`src/rtl/piece_queue_ctrl.sv`:
```
// piece_queue_ctrl: steps the piece RNG, filters out zero and immediate repeats,
// and keeps a small preview FIFO of upcoming tetromino IDs for the spawn logic.
module piece_queue_ctrl #(
   parameter int unsigned DEPTH  = 3,  // preview FIFO depth, 2..4
   parameter int unsigned REROLL = 1   // max rerolls on a repeated piece, 0 disables
) (
   input  logic       clk,
   input  logic       reset,
   input  logic [2:0] rng_value,
   output logic       rng_step,
   input  logic       piece_req,
   output logic       piece_valid,
   output logic [2:0] piece_id,
   output logic [2:0] preview_id,
   output logic [2:0] fill_count
);

   localparam logic [2:0]   DepthW    = 3'(DEPTH);
   localparam int unsigned  RW        = (REROLL > 0) ? $clog2(REROLL + 1) : 1;
   localparam logic [RW-1:0] RerollMax = RW'(REROLL);

   typedef enum logic [1:0] {StIdle, StStep, StSample} state_t;

   state_t                 state;
   logic [2:0]             last_id;
   logic [RW-1:0]          reroll_cnt;
   // Entry 0 is the head; slots at or beyond fill_count are kept at zero.
   logic [DEPTH*3-1:0]     fifo;
   logic [DEPTH*3-1:0]     fifo_next;
   logic [2:0]             fill_next;
   logic [2:0]             wr_idx;
   logic                   pop;
   logic                   push;
   logic                   is_zero;
   logic                   is_repeat;
   logic                   accept;

   // Outputs decoded straight from the FIFO registers.
   assign piece_valid = (fill_count != 3'd0);
   assign piece_id    = fifo[2:0];
   assign preview_id  = fifo[5:3];

   // Sample decision and FIFO next-state: pop shifts toward the head, push lands at the tail.
   always_comb begin
      pop       = piece_req && (fill_count != 3'd0);
      is_zero   = (rng_value == 3'd0);
      is_repeat = (rng_value == last_id) && (reroll_cnt < RerollMax);
      accept    = (state == StSample) && !is_zero && !is_repeat;
      push      = accept && ((fill_count < DepthW) || pop);
      wr_idx    = pop ? (fill_count - 3'd1) : fill_count;

      fill_next = fill_count;
      if (push && !pop) begin
         fill_next = fill_count + 3'd1;
      end else if (pop && !push) begin
         fill_next = fill_count - 3'd1;
      end

      fifo_next = pop ? (fifo >> 3) : fifo;
      for (int i = 0; i < int'(DEPTH); i++) begin
         if (push && (wr_idx == 3'(i))) begin
            fifo_next[i*3 +: 3] = rng_value;
         end
      end
   end

   // FIFO storage and occupancy.
   always_ff @(posedge clk) begin
      if (reset) begin
         fifo       <= '0;
         fill_count <= 3'd0;
      end else begin
         fifo       <= fifo_next;
         fill_count <= fill_next;
      end
   end

   // Generator sequencing FSM; rng_step is registered and high only while in StStep.
   always_ff @(posedge clk) begin
      if (reset) begin
         state      <= StIdle;
         rng_step   <= 1'b0;
         last_id    <= 3'd0;
         reroll_cnt <= '0;
      end else begin
         unique case (state)
            StIdle: begin
               if (fill_count < DepthW) begin
                  state    <= StStep;
                  rng_step <= 1'b1;
               end
            end
            StStep: begin
               state    <= StSample;
               rng_step <= 1'b0;
            end
            StSample: begin
               if (is_zero) begin
                  state    <= StStep;
                  rng_step <= 1'b1;
               end else if (is_repeat) begin
                  reroll_cnt <= reroll_cnt + 1'b1;
                  state      <= StStep;
                  rng_step   <= 1'b1;
               end else begin
                  last_id    <= rng_value;
                  reroll_cnt <= '0;
                  if (fill_next < DepthW) begin
                     state    <= StStep;
                     rng_step <= 1'b1;
                  end else begin
                     state    <= StIdle;
                     rng_step <= 1'b0;
                  end
               end
            end
            default: begin
               state    <= StIdle;
               rng_step <= 1'b0;
            end
         endcase
      end
   end

endmodule

```
`config.mk`:
```
export PLATFORM = sky130hd
export DESIGN_NAME = piece_queue_ctrl
export DESIGN_NICKNAME = d
export VERILOG_FILES = /design/src/rtl/piece_queue_ctrl.sv
export SDC_FILE = /design/constraint.sdc
export NUM_CORES = 1
export LEC_CHECK = 0
export CAP_MARGIN = 20
export CORE_ASPECT_RATIO = 1.2
export CORE_MARGIN = 4
export CORE_UTILIZATION = 35
export CTS_BUF_LIST = sky130_fd_sc_hd__clkbuf_16
export DETAILED_ROUTE_END_ITERATION = 6
export GPL_TIMING_DRIVEN = 0
export PLACE_DENSITY_LB_ADDON = 0.15
export SYNTH_ARGS = -nofsm -noshare
export SYNTH_HDL_FRONTEND = slang
export SYNTH_SLANG_ARGS = --single-unit
```
`constraint.sdc`:
```
create_clock -name clk -period 4.1 [get_ports clk]
set_input_delay 1.23 -clock clk [delete_from_list [all_inputs] [get_ports clk]]
set_output_delay 1.23 -clock clk [all_outputs]
set_load 0.1 [all_outputs]
```
==> Yosys cells after proc, flatten, opt, wreduce, memory -nomap -nowiden <==
Index checks and enable logic that the tools add are counted.
{ "word_totals": {"wordCells": 64, "ram_bits": 0, "rom_bits": 0, "in_bits": 6, "latchBits": 0, "memories": 0, "output_inout_bits": 11, "register_bits": 19} }
{ "classes": {"n_bitwise": 2, "reduce_logical": 24, "n_div": 0, "n_eq_ne": 6, "n_mul": 0, "magnitude_cmp": 3, "n_mux": 18, "addsub": 3, "shifts": 0} }
{ "ops": {"columns": ["cell", "count"], "rows": [
  ["$mux W3", 6],
  ["$logic_and A1 B1 Y1", 10],
  ["$mux W9", 1],
  ["$mux W1", 8],
  ["$logic_not A3 Y1", 2],
  ["$lt A3 B2 Y1 const B", 2],
  ["$pmux W2 S3", 1],
  ["$reduce_bool A2 Y1", 3],
  ["$logic_not A1 Y1", 4],
  ["$add A3 B1 Y3 const B", 1],
  ["$eq A3 B1 Y1 const B", 1],
  ["$eq A3 B2 Y1 const B", 1],
  ["$eq A3 B3 Y1", 1],
  ["$reduce_and A3 Y1", 1],
  ["$reduce_bool A3 Y1", 1],
  ["$sub A3 B1 Y3 const B", 1],
  ["$eq A2 B1 Y1 const B", 1],
  ["$eq A2 B2 Y1 const B", 1],
  ["$logic_not A2 Y1", 1],
  ["$mux W2", 1],
  ["$ne A2 B2 Y1 const B", 1],
  ["$not A1 Y1", 2],
  ["$pmux W1 S2", 1],
  ["$reduce_and A2 Y1", 1],
  ["3 further kinds", 3]
]} }

==> Longest topological paths before layout <==
Gate-level depths: netlist of run 1.
{ "depth": {"depth_word": 14, "depth_mapped": 9, "mapped_depth_nobuf": 7} }

==> Least setup slack after synthesis of run 1 <==
OpenSTA, ideal clock, no wires.
{ "synth_timing": {"path_type": "register to register", "startpoint": "register fill_count[0]", "endpoint": "register fill_count[0]", "setup_time_ns": 0.121, "t_required_ns": 3.979, "arrival_ns": 3.573, "synth_period_minus_slack_ns": 3.694, "path_stages_with_launch": 9, "path_buffers": 2, "setup_slack_ns": 0.406, "path_cell_list": "dfxtp_1 clkbuf_1 inv_1 ha_1 nand2b_1 nand2_1 clkbuf_1 a21oi_1 mux2_2"} }
{ "synth_between": {"elab_chain_cells": 8, "elab_cells_between_ends": 13, "cone_classes": "2 x add/sub; 1 x order compare; 2 x mux; 8 x reduce/logical"} }
{ "synth_lines": {"columns": ["element", "line", "source"], "rows": [
  ["start: declaration", "15", "output logic [2:0] fill_count"],
  ["start signal: assignment", "74", "fill_count <= fill_next;"],
  ["$reduce_bool A3 Y1 (*)", null, null],
  ["net piece_valid", "12", "output logic piece_valid,"],
  ["$logic_and A1 B1 Y1 (*)", "45", "pop = piece_req && (fill_count != 3'd0);"],
  ["$logic_or A1 B1 Y1", "49", "push = accept && ((fill_count < DepthW) || pop);"],
  ["$logic_and A1 B1 Y1", "49", null],
  ["$logic_not A1 Y1", "55", "end else if (pop && !push) begin"],
  ["$logic_and A1 B1 Y1", "55", null],
  ["$mux W3", "55", null],
  ["$mux W3 (*)", "53", "if (push && !pop) begin"]
]} }
Mark *: on every way through the listed nets, which the timed path passes. The rest lies on a longest branch.
A chain may end at the register's enable or synchronous reset.

==> Worst setup path after layout of run 1 <==
{ "layout_timing": {"startpoint": "register fill_count[0]", "endpoint": "output port piece_valid"} }
{ "layout_between": {"elab_chain_cells": 1} }
{ "layout_lines": {"columns": ["element", "line", "source"], "rows": [
  ["$reduce_bool A3 Y1", "39", "assign piece_valid = (fill_count != 3'd0);"],
  ["end: declaration", "12", null]
]} }
Every way passes these cells.

==> flow_metrics.py, run 1 <==
metrics = {
    "timing": {
        "hold_violations": 0,
        "rsz0062_at_grt": "false",
        "fmax_ghz": 0.257,
        "slew_viol_final": 0,
        "setup_viol": 0,
        "relSlewSlack": 0.349,
        "fin_crit_sh": 0.949,
        "fin_crit_ns": 3.89,
        "worst_clock_skew_ns": 0.00559,
        "setup_tns_ns": 0,
        "worst_pin_slew_ns": 0.974,
    },
    "worst_setup_path": {
        "worstPathRequired_ns": 2.87,
        "cp_slowest_stage_delay_ns": 1.13,
        "cp_slowest_cell": "clkdlybuf4s50_1",
        "critPathArrivalTime_ns": 2.66,
        "start_kind": "flip-flop",
        "worst-setup-path-type": "flip-flop to output port",
        "cp-end-kind": "output port",
        "path_cells": "clkbuf_1, inv_1, ha_1, nand2b_1, clkdlybuf4s50_1",
        "cp.buffers_inverters": 3,
        "cp_top_family": "buffers and inverters",
        "critPathMaxFanout": 9,
    },
    "route": {
        "avgViaCountPerCell": 5.53,
        "drt_iter0_drc": 22,
        "drc": 0,
        "wl_microns": 2870,
        "first_pass_iters": 4,
        "ant_nets": 0,
        "num_vias": 1118,
        "routedWlPerCell_microns": 14.2,
    },
    "yosys": {
        "yosys.area_share.simple": 0.214,
        "synthArstFlopShare": 0,
        "synth.top_cell.area_share": 0.321,
        "synth_common_cells": "dfxtp_1, a21oi_1, nor3_1, nand2_1, mux2_2",
        "yosysSeqAreaShare": 0.321,
        "synth-compound-area-share": 0.211,
        "synthTopCellsByArea": "dfxtp_1, mux2_2, a21oi_1",
        "synth_edf_count": 0,
        "yosysWarnings": 0,
        "synth_cell_types": 38,
        "netlist_instances": 146,
        "synth_top_family_by_area": "simple AND/OR/NAND/NOR gates",
        "synth_xor_area_frac": 0.0222,
        "yosysTopAreaCell": "dfxtp_1",
        "synth_most_common_cell": "dfxtp_1",
        "synth-seq-cells": 19,
        "netlist_area_sq_um": 1180,
        "ys.flop_type": "dfxtp_1",
        "synthMuxAreaShare": 0.120,
        "synth_area_per_cell_sq_um": 8.12,
        "synth_fa_ha_area_frac": 0.0317,
        "syn_nets": 155,
    },
    "floorplanning": {
        "core_sq_um": 3170,
        "chipWidth_microns": 61.1,
        "ioPinCount": 17,
        "row_count": 22,
        "die_area_sq_um": 4380,
        "fp.dieH_microns": 71.7,
        "start_util": 0.374,
    },
    "run_status": {
        "outcome": "finished clean",
    },
    "clock_network": {
        "cts_sinks": 19,
        "cts_max_level": 1,
        "clk_latency_ns": 0.26,
        "max-clock-path-buffers": 2,
        "hold_buffers": 0,
        "cts-root-buf": "clkbuf_16",
        "clk_pin_slew_ns": 0.05,
        "cts_tree": "done",
        "numCtsBuffers": 3,
        "cts_resized": 0,
        "post_cts_buffers": 0,
    },
    "power_and_ir_drop": {
        "vdd_drop_max_mv": 0.567,
        "p_leak_nw": 0.559,
        "power_density_nw_per_um2": 816,
    },
    "finish": {
        "fin_nets": 176,
        "antennaDiodeCount": 0,
        "stdcell_area_sq_um": 1470,
        "area_growth_syn_to_layout_pct": 24.0,
        "drive_above_1_share": 0.133,
        "fin_util": 0.464,
        "nFillCells": 318,
    },
    "global_route": {
        "grt_usage": 0.146,
        "grt_first_pass_wirelength_microns": 4900,
        "gr-total-overflow": 0,
        "grt_max_degree": 11,
        "grt.busiest_layer": "met2",
        "grtUsageMet3": 0.0288,
        "grt_pass1_vias": 1105,
        "use_met2": 0.233,
        "antenna_found_initial": 0,
        "use_met1": 0.179,
    },
    "placed_design": {
        "port_buffers": 16,
        "dpl.hpwl_microns": 2070,
        "gp_congestion": 0.803,
        "post_dp_cell_area_sq_um": 1390,
    },
    "hold_path": {
        "hp-class": "flip-flop to flip-flop",
    },
    "run": {
        "max_cap_viol_count": 0,
    },
}
cells by family (layout without fill, tap and decap cells):
kind of cell             Yosys count  count (layout)
AO/OA/AOI/OAI                     40              40
flip-flops                        19              19
buffers and inverters             17              37
multiplexers                      13              13
AND/OR/NAND/NOR                   51              51
XOR/XNOR                           3               3
adder cells (fa/ha/maj)            3               3
cells in the final DEF, fill, tap and decap left out, types with 4 or more instances in the layout:
cell type	synthesis	routed
nor3_1	16	16
o21ai_0	5	5
o211ai_1	4	4
mux2_2	10	10
nand3_1	4	4
buf_4	6	6
nor2_1	7	7
clkdlybuf4s50_1	0	16
nand2_1	13	13
a21oi_1	16	16
dfxtp_1	19	19
clkbuf_1	6	6
report_power, final:
| part | switching [W] | total (W) | leakage, nW | internal (W) |
|---|---|---|---|---|
| clock network | 0.0000694 | 0.000199 | 0.0423 | 0.000130 |
| registers | 0.0000335 | 0.000257 | 0.155 | 0.000224 |
| logic | 0.000509 | 0.000742 | 0.362 | 0.000232 |
| total | 0.000612 | 0.00120 | 0.559 | 0.000586 |
worst reg2reg max path, delay by kind of cell (launching register included):
family	cells	cell delay (ns)
AO/OA/AOI/OAI	3	0.65
flip-flops	1	0.35
adder cells (fa/ha/maj)	1	0.29
buffers and inverters	3	0.87
AND/OR/NAND/NOR	2	0.52
worst paths after layout:
check / startpoint / to / cells past startpoint / slack, ns
setup / recovery: fill_count[0]$_SDFF_PP0_ / piece_valid / 5 / 0.21
hold / removal: state[1]$_SDFFE_PP0P_ / state[1]$_SDFFE_PP0P_ / 1 / 0.48
setup reg to reg: fill_count[0]$_SDFF_PP0_ / fifo[3]$_SDFFE_PP0P_ / 9 / 1.34
hold reg to reg: state[1]$_SDFFE_PP0P_ / state[1]$_SDFFE_PP0P_ / 1 / 0.48
state kept, by name (all words and copies together) (netlist names):
signal	cells
fifo	9
fill_count	3
last_id	3
reroll_cnt	1
rng_step	1
state	2
per-layer routing:
layer	wire (microns)	part of all wire
met2	1350	0.47
met4	61	0.021
met5	0	0
met3	82	0.029
met1	1370	0.48
stage by stage:
step	setup WS, ns	instances	hold slack, ns	total power [W]
4_1_cts	0.220	202	0.485	0.00120
2_1_floorplan	0.406	146	0.436	0.000840
6_report	0.208	202	0.481	0.00120
3_5_place_dp	0.520	198	0.475	0.000993
3_3_place_gp	0.484	198	0.478	0.000993
5_1_grt	0.0544	202	0.516	0.00127
area by class of cell:
type | instances | area, sq um | share of cell area
multi-input cells | 110 | 711 | 0.484
flip-flops and latches | 19 | 380 | 0.259
repair buffers | 16 | 160 | 0.109
plain buffers | 15 | 86.3 | 0.0588
clock buffers | 3 | 75.1 | 0.0511
well taps | 36 | 45.0 | 0.0307
inverters | 2 | 7.51 | 0.00511
clock inverters | 1 | 3.75 | 0.00256
Power figures use the tool's default switching activity.
==> run 2, diff against run 1 <==
Settings changed: CORE_MARGIN 4 to not set.
==> run 2 against run 1 <==
Effect of this change: cell count is the same; combinational power is essentially flat; sequential power is essentially flat; clock power is essentially flat; sequential cell count is the same; clock skew shrank 0.0027 ns; worst setup slack gained 0.0027 ns; final area is the same; via count shrank 2.4%; fmax is essentially flat; global-route usage grew 4.3 points; critical path type unchanged; largest cell class unchanged.
==> flow_metrics.py, run 2 (synthesized netlist as in run 1, its figures left out) <==
metrics = {
    "run_status": {
        "outcome": "finished clean",
    },
    "worst_setup_path": {
        "start_kind": "flip-flop",
        "r2r_setup_slack_ns": 1.40,
        "worst-setup-path-type": "flip-flop to output port",
        "reg2reg_to": "fifo[3]$_SDFFE_PP0P_",
        "critPathArrivalTime_ns": 2.66,
        "cp-end-kind": "output port",
        "timing.rr.start": "fill_count[0]$_SDFF_PP0_",
        "critPathMaxFanout": 9,
        "worstRegToRegCells": 9,
        "worstPathRequired_ns": 2.87,
    },
    "placed_design": {
        "port_buffers": 16,
        "dpl.hpwl_microns": 2110,
        "post_dp_cell_area_sq_um": 1390,
        "gp_congestion": 0.844,
    },
    "hold_path": {
        "hp-class": "flip-flop to flip-flop",
        "whs_path_depth": 2,
        "holdPathEnd": "fifo[7]$_SDFFE_PP0P_",
        "min_from": "fifo[7]$_SDFFE_PP0P_",
    },
    "timing": {
        "setup_viol": 0,
        "relSlewSlack": 0.353,
        "worst_pin_slew_ns": 0.967,
        "worst_clock_skew_ns": 0.00289,
        "setup_tns_ns": 0,
        "rsz0062_at_grt": "false",
        "slew_viol_final": 0,
        "hold_violations": 0,
        "fmax_ghz": 0.257,
        "fin_crit_ns": 3.89,
        "fin_crit_sh": 0.949,
    },
    "finish": {
        "fin_nets": 176,
        "largest_register_ffs": 9,
        "drive_above_1_share": 0.133,
        "fin_util": 0.468,
        "antennaDiodeCount": 0,
        "stdcell_area_sq_um": 1470,
        "top_register": "fifo",
        "final_common_cell": "dfxtp_1",
        "area_growth_syn_to_layout_pct": 24.0,
        "final_cell_mix": "dfxtp_1, a21oi_1, nor3_1, clkdlybuf4s50_1, nand2_1",
        "top_regs": "fifo (9), fill_count (3), last_id (3)",
        "nFillCells": 325,
    },
    "route": {
        "first_pass_iters": 4,
        "drc": 0,
        "drt_iter0_drc": 32,
        "routedWlPerCell_microns": 13.9,
        "avgViaCountPerCell": 5.40,
        "wl_microns": 2810,
        "num_vias": 1091,
        "ant_nets": 0,
    },
    "floorplanning": {
        "ioPinCount": 17,
        "core_sq_um": 3140,
        "die_area_sq_um": 3620,
        "row_count": 22,
        "chipWidth_microns": 55.1,
        "fp.dieH_microns": 65.7,
        "start_util": 0.378,
    },
    "clock_network": {
        "max-clock-path-buffers": 2,
        "clk_latency_ns": 0.25,
        "numCtsBuffers": 3,
        "post_cts_buffers": 0,
        "clk_pin_slew_ns": 0.05,
        "cts-root-buf": "clkbuf_16",
        "hold_buffers": 0,
        "cts_sinks": 19,
        "cts_max_level": 1,
        "cts_resized": 0,
        "cts_tree": "done",
    },
    "global_route": {
        "grt_pass1_vias": 1056,
        "gr-total-overflow": 0,
        "grt_max_degree": 11,
        "grt_usage": 0.189,
        "grt_first_pass_wirelength_microns": 4860,
        "antenna_found_initial": 0,
    },
    "run": {
        "max_cap_viol_count": 0,
    },
    "power_and_ir_drop": {
        "vdd_drop_max_mv": 0.637,
        "power_density_nw_per_um2": 816,
        "p_leak_nw": 0.559,
    },
}
-- run 2: cell counts in the layout (fill, tap and decap cells not counted) --
Identical to the previous run, type by type.
-- run 2: through the flow --
stage                     setup WS, ns  power, W  cells  hold slack (ns)
after floorplan                  0.406  0.000840    146            0.436
after global placement           0.483  0.000988    198            0.472
after detailed placement         0.495   0.00100    198            0.482
after CTS                        0.212   0.00120    202            0.490
after global routing            0.0462   0.00128    202            0.511
final                            0.211   0.00120    202            0.484
-- run 2: worst max-delay path: stages (launching register included) --
cell and delay, ns:
dfxtp_1 0.36, clkbuf_1 0.31, inv_1 0.19, ha_1 0.30
nand2b_1 0.11, clkdlybuf4s50_1 1.13
-- run 2: layout make-up --
cell class,instances,area [sq um],area share
buffer,15,86.3,0.0588
clock buffer,3,75.1,0.0511
clock inverter,1,3.75,0.00256
inverter,2,7.51,0.00511
multi-input combinational,110,711,0.484
sequential,19,380,0.259
tap,36,45.0,0.0307
timing repair buffer,16,160,0.109
-- run 2: worst max-delay path by stage --
stage                             start                       end
2_1_floorplan  fill_count[0]$_SDFF_PP0_  fill_count[0]$_SDFF_PP0_
3_3_place_gp               rng_value[0]      fifo[6]$_SDFFE_PP0P_
3_5_place_dp               rng_value[0]      fifo[6]$_SDFFE_PP0P_
4_1_cts        fill_count[0]$_SDFF_PP0_               piece_valid
5_1_grt        fill_count[0]$_SDFF_PP0_               piece_valid
6_report       fill_count[0]$_SDFF_PP0_               piece_valid
-- run 2: routing by layer --
metal | track usage | wire length [microns] | vias up | share of wire
li1 | - | - | 569 | -
met3 | 0.0370 | 88 | 7 | 0.031
met2 | 0.303 | 1330 | 20 | 0.47
met1 | 0.241 | 1340 | 495 | 0.47
met5 | 0 | 0 | - | 0
met4 | 0.0719 | 60 | 0 | 0.021
-- run 2: power by group --
part,internal (W),leakage [nW],switching (W)
combinational,0.000232,0.362,0.000511
sequential,0.000224,0.155,0.0000343
clock,0.000130,0.0423,0.0000676
